File: config.mk
export PLATFORM = sky130hd
export DESIGN_NAME = ins_loader
export DESIGN_NICKNAME = d
export VERILOG_FILES = /design/src/rtl/ins_loader.sv
export SDC_FILE = /design/constraint.sdc
export NUM_CORES = 1
export LEC_CHECK = 0
export BUFFER_PORTS_ARGS = -buffer_cell sky130_fd_sc_hd__buf_2
export CELL_PAD_IN_SITES_DETAIL_PLACEMENT = 2
export CELL_PAD_IN_SITES_GLOBAL_PLACEMENT = 2
export CORE_MARGIN = 4
export CORE_UTILIZATION = 36
export CTS_BUF_LIST = sky130_fd_sc_hd__clkbuf_8
export DETAILED_ROUTE_END_ITERATION = 10
export PLACE_DENSITY = 0.82
export SETUP_SLACK_MARGIN = 0.1
export SYNTH_ARGS = -nofsm -noshare
export SYNTH_HDL_FRONTEND = slang
export SYNTH_SLANG_ARGS = --single-unit
File: constraint.sdc
create_clock -name clk -period 3.35 [get_ports clk]
set_clock_uncertainty 0.15 [all_clocks]
set_input_delay 0.335 -clock clk [delete_from_list [all_inputs] [get_ports clk]]
set_output_delay 0.335 -clock clk [all_outputs]
set_load 0.02 [all_outputs]
File: src/rtl/ins_loader.sv
// Byte-stream program loader: packs little-endian bytes into 32-bit words and writes instruction memory.
// Define LOADER_CHECKSUM_EN to require a trailing XOR checksum byte after the instruction bytes.
module ins_loader #(
  parameter int ADDR_W       = 10,
  parameter int MAX_WORDS    = 1024,
  parameter int CLEAR_CYCLES = 2
) (
  input  logic              clk,
  input  logic              rst,
  input  logic              start,
  input  logic              byte_valid,
  input  logic [7:0]        byte_data,
  output logic              byte_ready,
  output logic              WRITE_INSTRUCTION,
  output logic [31:0]       INS,
  output logic [ADDR_W-1:0] ADDR,
  output logic              INS_MEM_RST,
  output logic              cpu_rst,
  output logic              busy,
  output logic              done,
  output logic              error
);

  typedef enum logic [3:0] {
    S_IDLE, S_CLEAR, S_LEN0, S_LEN1, S_BYTES, S_WRITE,
`ifdef LOADER_CHECKSUM_EN
    S_CHK,
`endif
    S_DONE, S_ERR
  } state_t;

  state_t      state, state_next;
  logic [15:0] clr_cnt;
  logic [15:0] word_cnt;
  logic [15:0] len;
  logic [15:0] len_rx;
  logic [7:0]  len_lo;
  logic [1:0]  lane;
  logic [23:0] word_buf;
  logic        xfer, len_bad, last_word, recv_next;
`ifdef LOADER_CHECKSUM_EN
  logic [7:0]  csum;
`endif

  always_comb begin
    xfer       = byte_valid && byte_ready;
    len_rx     = {byte_data, len_lo};
    len_bad    = (len_rx == 16'd0) || (len_rx > 16'(MAX_WORDS));
    last_word  = (16'(word_cnt + 16'd1) == len);
    state_next = state;
    case (state)
      S_IDLE, S_DONE, S_ERR: if (start) state_next = S_CLEAR;
      S_CLEAR: if (clr_cnt == 16'(CLEAR_CYCLES - 1)) state_next = S_LEN0;
      S_LEN0:  if (xfer) state_next = S_LEN1;
      S_LEN1:  if (xfer) state_next = len_bad ? S_ERR : S_BYTES;
      S_BYTES: if (xfer && lane == 2'd3) state_next = S_WRITE;
      S_WRITE: begin
        if (last_word) begin
`ifdef LOADER_CHECKSUM_EN
          state_next = S_CHK;
`else
          state_next = S_DONE;
`endif
        end else begin
          state_next = S_BYTES;
        end
      end
`ifdef LOADER_CHECKSUM_EN
      S_CHK:   if (xfer) state_next = (byte_data == csum) ? S_DONE : S_ERR;
`endif
      default: state_next = S_IDLE;
    endcase
    recv_next = (state_next == S_LEN0) || (state_next == S_LEN1) || (state_next == S_BYTES);
`ifdef LOADER_CHECKSUM_EN
    if (state_next == S_CHK) recv_next = 1'b1;
`endif
  end

  always_ff @(posedge clk) begin
    if (rst) state <= S_IDLE;
    else     state <= state_next;
  end

  // Outputs are registered from the next state so they line up with the state they describe.
  always_ff @(posedge clk) begin
    if (rst) begin
      byte_ready        <= 1'b0;
      WRITE_INSTRUCTION <= 1'b0;
      INS               <= '0;
      ADDR              <= '0;
      INS_MEM_RST       <= 1'b0;
      cpu_rst           <= 1'b1;
      busy              <= 1'b0;
      done              <= 1'b0;
      error             <= 1'b0;
      clr_cnt           <= '0;
      word_cnt          <= '0;
      len               <= '0;
      len_lo            <= '0;
      lane              <= '0;
      word_buf          <= '0;
`ifdef LOADER_CHECKSUM_EN
      csum              <= '0;
`endif
    end else begin
      byte_ready        <= recv_next;
      WRITE_INSTRUCTION <= (state_next == S_WRITE);
      INS_MEM_RST       <= (state_next == S_CLEAR);
      cpu_rst           <= (state_next != S_DONE);
      busy              <= !((state_next == S_IDLE) || (state_next == S_DONE) || (state_next == S_ERR));
      done              <= (state_next == S_DONE);
      error             <= (state_next == S_ERR);
      clr_cnt           <= (state == S_CLEAR) ? 16'(clr_cnt + 16'd1) : 16'd0;
      if (state == S_LEN0 && xfer) len_lo <= byte_data;
      if (state == S_LEN1 && xfer) begin
        len      <= len_rx;
        word_cnt <= '0;
        ADDR     <= '0;
        lane     <= '0;
      end
      // Bytes arrive LSB first, so shifting right leaves lane 0 in the low bits.
      if (state == S_BYTES && xfer) begin
        lane     <= lane + 2'd1;
        word_buf <= {byte_data, word_buf[23:8]};
        if (lane == 2'd3) INS <= {byte_data, word_buf};
      end
      if (state == S_WRITE) begin
        ADDR     <= ADDR + ADDR_W'(1);
        word_cnt <= 16'(word_cnt + 16'd1);
        lane     <= '0;
      end
`ifdef LOADER_CHECKSUM_EN
      if (state == S_CLEAR) csum <= '0;
      else if (state == S_BYTES && xfer) csum <= csum ^ byte_data;
`endif
    end
  end

endmodule

==> results.yml, run 1 <==
status:
  outcome: "completed"
setup_path:
  regToRegSetupSlack_ns: 0.46
  cp_max_fo: 10
  crit_path_start_kind: "register"
  worstSetupPathType: "reg2reg"
  cp-end-kind: "register"
  critPathRequiredTime_ns: 3.51
  arrival_ns: 3.05
finish:
  register_area_um2: 2700
  nets: 781
  nFillCells: 1829
  drive_above_1_share_pct: 15.2
  instances_no_fill: 992
  final_area_um2: 6620
  synthToLayoutAreaGrowth_pct: 13.9
  antenna_cells: 0
  multiInputGateArea_um2: 2900
power_and_ir_drop:
  p_leak_nw: 2.41
  power_w: 0.00295
  power.density_nw_per_um2: 446
  peakVddDrop_mv: 0.234
clock_network:
  cts_tree: "yes"
  cts_sinks: 135
  clk_latency_ns: 0.45
  cts_htree_levels: 4
  clk_pin_slew_ns: 0.08
  hold_buffers: 0
  ctsLongestPathBuffers: 2
  post-cts-setup-buffers: 0
  clockRootBuffer: "clkbuf_8"
  numCtsBuffers: 17
  cts_resized: 0
grt:
  first_global_vias: 5875
  grt_overflow: 0
  grt_antenna_before_repair: 0
  grt_max_degree: 65
  grt_usage_pct: 21.5
  grt_pass1_wl_um: 31300
sta:
  max_freq_ghz: 0.346
  timing.final.crit_share_pct: 86.3
  maxSlewViolCount: 0
  period_minus_slack_ns: 2.89
  tightest_slew_ns: 0.890
  setup_viol_count_final: 0
  max_slew_margin_pct: 40.5
  tns_ns: 0
  finalHoldViolCount: 0
  rsz0062_at_grt: "no"
synth:
  yosys.area.top_type_share_pct: 46.5
  synth.area.top_cells: "dfxtp_1, nand2_1, a21oi_1"
  synth_seq_area_share_pct: 46.5
  synth-seq-cells: 135
  ys_types: 59
  syn_avg_cell_area_um2: 8.03
  yosysMostFrequentCell: "nand2_1"
  syn_area_um2: 5810
  ys_warn_count: 0
  yosysTopAreaCell: "dfxtp_1"
  synth-edff-count: 0
  syn_inst: 724
  ys.flop_type: "dfxtp_1"
  synth_commonest_cells: "nand2_1, dfxtp_1, a21oi_1, nor2_1, clkbuf_1"
  synth-async-reset-ratio_pct: 0
  syn_nets: 741
routing:
  wl_per_cell_um: 18.8
  postRouteAntennaNets: 0
  vias: 5353
  routed_wl_um: 18600
  drcViolationCount: 0
  drt_pre_antenna_iters: 4
  viasPerCell: 5.40
  first_iter_violations: 281
die:
  io-pin-count: 61
  core_um2: 15800
  num_rows: 46
  die_h_um: 135
  die_area_um2: 18200
  die_w_um: 135
  start_util_pct: 36.7
placed_design:
  port_buffers: 60
  hpwl_um: 12700
  post_dp_cell_area_um2: 6250
  dp_cells: 961
  place_congestion: 0.846
run:
  maxCapViolations: 0
worst_hold_path:
  hp-class: "in2reg"
==> where the power goes <==
group          total (W)  internal (W)  leakage [nW]  switching [W]
Clock            0.00128      0.000620         0.187       0.000663
Sequential       0.00161       0.00161          1.09     0.00000373
Combinational  0.0000601     0.0000136          1.14      0.0000464
==> worst max-delay path, stage by stage (launching register included) <==
cell and delay [ns]:
dfxtp_1 0.47, ha_1 0.33, nand3_1 0.30, nor4_1 0.61, xnor2_1 0.14, a21oi_1 0.26
a31oi_4 0.22, o21bai_1 0.20, a31oi_1 0.06
==> worst paths after layout <==
path,from,end,cells after the start
setup / recovery,word_cnt[0],busy,8
hold / removal,byte_data[0],word_buf[16],3
setup reg to reg,word_cnt[0],busy,8
hold reg to reg,INS[17],INS[17],2
==> final cells by class <==
type                            instances  share of cell area (%)
Clock inverter                         12                    1.59
Sequential cell                       135                    40.8
Timing Repair Buffer                   68                    5.48
Tap cell                              216                    4.08
Inverter                                5                   0.284
Clock buffer                           19                    3.95
Multi-Input combinational cell        537                    43.8
==> cells by family (layout without fill, tap and decap cells) <==
family / after synthesis / after routing / share of synthesized area [%]
compound gates: 151 / 151 / 15.3
buf+inv: 52 / 104 / 3.64
flops: 135 / 135 / 46.5
other cells: 1 / 1 / 0.0645
mux: 7 / 7 / 1.21
simple gates: 343 / 343 / 27.7
xor+xnor: 30 / 30 / 4.52
fa+ha+maj: 5 / 5 / 1.08
==> state kept, by name, summed over array words and instances (netlist names) <==
name,cells
INS_MEM_RST,1
word_cnt,16
WRITE_INSTRUCTION,1
ADDR,10
state,4
lane,2
INS,32
len,16
clr_cnt,16
busy,1
byte_ready,1
word_buf,24
error,1
cpu_rst,1
done,1
len_lo,8
==> metrics by stage <==
stage               hold slack [ns]  utilization [%]  setup WS, ns
detailed placement            0.300             39.5         0.516
finish                       0.0338             41.8         0.459
global placement              0.289             39.5         0.770
global route                 0.0204             41.8         0.251
floorplan                     0.282                -          1.01
CTS                        0.000923             41.8         0.469
==> routing by layer <==
metal	up-vias	track usage [%]	wire length, µm
li1	2548	-	-
met1	2702	26.8	8200
met2	80	37.9	9550
met3	23	3.99	606
met4	0	6.72	281
met5	-	0	0
==> layout by cell type (no fill, tap or decap), drive strengths merged, types with 9 or more instances in the layout <==
| cell type | count |
|---|---|
| a21oi | 101 |
| and3 | 9 |
| buf | 68 |
| clkbuf | 19 |
| dfxtp | 135 |
| inv | 9 |
| nand2 | 169 |
| nand3 | 23 |
| nand4 | 9 |
| nor2 | 67 |
| nor3 | 9 |
| nor4 | 11 |
| o21ai | 18 |
| or3 | 9 |
| xnor2 | 17 |
| xor2 | 13 |
Note: power is estimated with default switching activity, not from simulation.
==> run 2: changes to the inputs <==
- CORE_MARGIN: 4 -> not set
==> run 2 against run 1 <==
First-iteration DRC count down 19%; clock power up 19%; critical endpoint unchanged; clock-buffer cell count down 1.
==> results.yml, run 2 (same netlist as run 1, synthesis figures left out) <==
placed_design:
  hpwl_um: 12700
  post_dp_cell_area_um2: 6250
  place_congestion: 0.848
  dp_cells: 961
  port_buffers: 60
sta:
  setup_viol_count_final: 0
  max_slew_margin_pct: 35.9
  timing.final.crit_share_pct: 84.2
  period_minus_slack_ns: 2.82
  maxSlewViolCount: 0
  tightest_slew_ns: 0.960
  whs_ns: 0.0394
  max_freq_ghz: 0.355
  finalHoldViolCount: 0
  tns_ns: 0
  rsz0062_at_grt: "no"
setup_path:
  cp-end-kind: "register"
  cp_max_fo: 10
  worst_path_max_delay_cell: "nor4_1"
  arrival_ns: 3.04
  startpoint: "word_cnt[0]"
  critPathRequiredTime_ns: 3.57
  slowest_delay_ns: 0.59
  crit_path_start_kind: "register"
  worstSetupPathType: "reg2reg"
  worstReg2RegStart: "word_cnt[0]"
  path_cells: "ha_1, nand3_1, nor4_1, xnor2_1, a21oi_1, a31oi_4, o21bai_1, a31oi_1"
clock_network:
  clk_pin_slew_ns: 0.08
  cts_sinks: 135
  clockRootBuffer: "clkbuf_8"
  numCtsBuffers: 17
  cts_resized: 0
  ctsLongestPathBuffers: 2
  clk_latency_ns: 0.45
  cts_htree_levels: 4
  hold_buffers: 0
  cts_tree: "yes"
  post-cts-setup-buffers: 0
finish:
  layout_common_cells: "nand2_1, dfxtp_1, a21oi_1"
  multiInputGateArea_um2: 2900
  drive_above_1_share_pct: 15.4
  nFillCells: 1808
  final_common_cell: "nand2_1"
  largestRegisters: "INS x32, word_buf x24"
  antenna_cells: 0
  register_area_um2: 2700
  instances_no_fill: 993
  final_area_um2: 6700
  synthToLayoutAreaGrowth_pct: 15.2
  largest_register_ff_count: 32
  regMostFlops: "INS"
  nets: 781
  postLayoutCoreUtil_pct: 42.3
power_and_ir_drop:
  peakVddDrop_mv: 0.249
  power.density_nw_per_um2: 476
  p_leak_nw: 2.45
die:
  die_area_um2: 16700
  start_util_pct: 36.7
  die_w_um: 129
  die_h_um: 129
  io-pin-count: 61
  core_um2: 15800
  num_rows: 46
worst_hold_path:
  worstHoldStart: "byte_data[0]"
  hp-class: "in2reg"
grt:
  grt_max_degree: 64
  grt_usage_pct: 23.6
  first_global_vias: 5908
  grt_overflow: 0
  grt_pass1_wl_um: 30300
  grt_antenna_before_repair: 0
routing:
  postRouteAntennaNets: 0
  wl_per_cell_um: 18.7
  first_iter_violations: 227
  viasPerCell: 5.35
  vias: 5314
  drcViolationCount: 0
  drt_pre_antenna_iters: 4
  routed_wl_um: 18500
status:
  outcome: "completed"
run:
  maxCapViolations: 0
[run 2: changes by cell type in the layout (fill, tap and decap cells not counted)]
cell,delta
clkinvlp_4,-1
inv_6,+2
inv_1,-1
clkinv_2,-1
bufinv_16,+3
clkbuf_8,-1
[run 2: through the flow]
stage                     worst slack (ns)  power, W
final                                0.531   0.00319
after global routing                 0.282   0.00330
after CTS                            0.524   0.00323
after detailed placement             0.536   0.00171
after global placement               0.750   0.00170
after floorplan                       1.01   0.00168
[run 2: final timing paths]
path             end  slack [ns]  cells after the start
min reg2reg   INS[3]        0.31                      2
max             busy        0.53                      8
min          INS[24]        0.04                      3
max reg2reg     busy        0.53                      8
[run 2: critical path: cells and delay by family (launching register included)]
| family | cells | cell delay [ns] |
|---|---|---|
| compound gates | 4 | 0.70 |
| xor+xnor | 1 | 0.18 |
| fa+ha+maj | 1 | 0.33 |
| flops | 1 | 0.46 |
| simple gates | 2 | 0.92 |
[run 2: metal layers]
metal / vias up / track usage [%] / routed length (µm)
met4: 0 / 9.13 / 412
met1: 2653 / 27.7 / 8090
met3: 29 / 5.00 / 472
met2: 82 / 42.2 / 9560
met5: - / 0 / 0
li1: 2550 / - / -
[run 2: cell type report]
type	count	area share, %
clock buffers	18	3.70
clock inverters	14	2.93
inverters	5	0.280
multi-input cells	537	43.3
flip-flops and latches	135	40.4
well taps	216	4.04
repair buffers	68	5.42
[run 2: power by group]
group | switching, W | total (W) | internal (W)
combinational | 0.0000458 | 0.0000594 | 0.0000136
sequential | 0.00000345 | 0.00161 | 0.00161
clock | 0.000683 | 0.00152 | 0.000838
total | 0.000732 | 0.00319 | 0.00246
==> run 3: changes to the inputs <==
- CORE_UTILIZATION: 36 -> 33
- PLACE_DENSITY: 0.82 -> 0.8
- clock period: 3.35 -> 2.4 ns (I/O delays scaled with it)
==> run 3 against run 2 <==
The flow now finishes with violations (negative setup slack); sequential cell count is the same; non-clock buffer count up 51; cell area up 8.2%; sequential power up 39%; combinational power rose by 92%; clock power grew 30%; final cell count is 6.1% higher; global-route usage is 0.82 points higher; wire length increased by 15%; first-iteration DRC count shrank 4.8%; hold slack improved by 0.0076 ns.
==> results.yml, run 3 (same netlist as run 1, synthesis figures left out) <==
finish:
  final_common_cell: "nand2_1"
  drive_above_1_share_pct: 23.6
  layout_common_cells: "nand2_1, dfxtp_1, a21oi_1"
  antenna_cells: 0
  largest_register_ff_count: 32
  regMostFlops: "INS"
  nFillCells: 1893
  instances_no_fill: 1054
  synthToLayoutAreaGrowth_pct: 24.7
  postLayoutCoreUtil_pct: 42.1
  multiInputGateArea_um2: 3010
  register_area_um2: 2730
  nets: 833
  largestRegisters: "INS x32, word_buf x24"
routing:
  drcViolationCount: 0
  vias: 5624
  postRouteAntennaNets: 0
  viasPerCell: 5.34
  drt_pre_antenna_iters: 4
  first_iter_violations: 216
  wl_per_cell_um: 20.3
  routed_wl_um: 21400
sta:
  period_minus_slack_ns: 2.48
  timing.final.crit_share_pct: 103
  max_freq_ghz: 0.403
  tns_ns: -0.334
  whs_ns: 0.0470
  tightest_slew_ns: 0.716
  max_slew_margin_pct: 52.1
  final.setup.worst_slack_ns: -0.0826
  rsz0062_at_grt: "yes"
  maxSlewViolCount: 0
  finalHoldViolCount: 0
  setup_viol_count_final: 6
power_and_ir_drop:
  power.density_nw_per_um2: 597
  power_w: 0.00433
  peakVddDrop_mv: 0.337
  p_leak_nw: 2.73
clock_network:
  numCtsBuffers: 17
  ctsLongestPathBuffers: 2
  cts_htree_levels: 4
  clockRootBuffer: "clkbuf_8"
  cts_tree: "yes"
  cts_sinks: 135
  clk_pin_slew_ns: 0.08
  clk_latency_ns: 0.46
setup_path:
  crit_path_start_kind: "register"
  regToRegSetupSlack_ns: -0.08
  cp_max_fo: 5
  cp-end-kind: "register"
  worstReg2RegStart: "word_cnt[9]"
  arrival_ns: 2.68
  r2r_end: "cpu_rst"
  worstSetupPathType: "reg2reg"
  endpoint: "cpu_rst"
  startpoint: "word_cnt[9]"
  critPathRequiredTime_ns: 2.60
  rr_worst_depth: 7
placed_design:
  hpwl_um: 13800
  place_congestion: 0.815
  dp_cells: 1005
  port_buffers: 60
grt:
  grt_overflow: 0
  grt_usage_pct: 24.5
  grt_pass1_wl_um: 33900
  first_global_vias: 6350
  grt_antenna_before_repair: 0
  grt_max_degree: 98
run:
  maxCapViolations: 0
status:
  outcome: "finished with violations"
  violations: "negative setup slack"
die:
  die_h_um: 135
  io-pin-count: 61
  die_area_um2: 18100
  die_w_um: 135
  core_um2: 17200
  num_rows: 48
  start_util_pct: 33.7
worst_hold_path:
  hp-class: "in2reg"
==> run 3: changes by cell type in the layout (fill, tap and decap cells not counted), moves of 3 or more <==
cell	change
buf_12	+3
buf_4	+41
dfxtp_1	-12
dfxtp_2	+7
dfxtp_4	+5
dlygate4sd3_1	+6
inv_6	+3
nor2_1	-4
nor2_2	+4
==> run 3: per-layer routing <==
layer,up-vias,GRT usage [%],part of all wire [%]
met3,35,4.35,2.4
li1,2664,-,-
met2,95,45.7,54
met1,2830,26.8,41
met5,-,0,0
met4,0,10.8,2.5
==> run 3: worst min path at each step <==
stage,startpoint,to,slack (ns),cells past startpoint
floorplan,byte_data[2],len[10],0.23,2
global placement,INS[28],INS[28],0.29,2
detailed placement,INS[4],INS[4],0.30,2
CTS,byte_data[1],INS[25],0.02,4
global route,byte_data[1],word_buf[17],0.04,4
finish,byte_data[0],INS[24],0.05,4
==> run 3: report_power, final <==
group / internal (W) / switching, W / leakage [nW]
logic: 0.0000382 / 0.0000758 / 1.43
clock network: 0.000951 / 0.00103 / 0.204
registers: 0.00224 / 0.00000197 / 1.10
==> run 3: through the flow <==
stage	setup WS [ns]	area [µm²]
2_1_floorplan	0.123	5840
3_5_place_dp	-0.106	6580
3_3_place_gp	0.0697	6580
5_1_grt	-0.162	7250
6_report	-0.0826	7250
4_1_cts	-0.00405	7170
==> run 3: worst max-delay path: stages, from the launching register on <==
cell and delay (ns):
dfxtp_4 0.38, nand3_2 0.11, or3_4 0.42, a211o_1 0.33, a2111oi_4 0.37, buf_4 0.19
a31oi_4 0.13, or2_1 0.28
==> run 3: final cells by class <==
class | count | share of cell area [%]
well taps | 225 | 3.88
clock buffers | 17 | 3.23
inverters | 5 | 0.259
multi-input cells | 538 | 41.6
flip-flops and latches | 135 | 37.7
clock inverters | 15 | 2.31
repair buffers | 119 | 11.1
==> run 3: timing repair <==
action                                  4_1_cts  5_1_grt
hold buffers                                  6        0
gates resized for setup                      22       12
buffers inserted                              8        2
pin swaps                                    11        9
hold endpoints to repair                     31        0
gates cloned                                  1        0
endpoints found under the setup margin       14       30
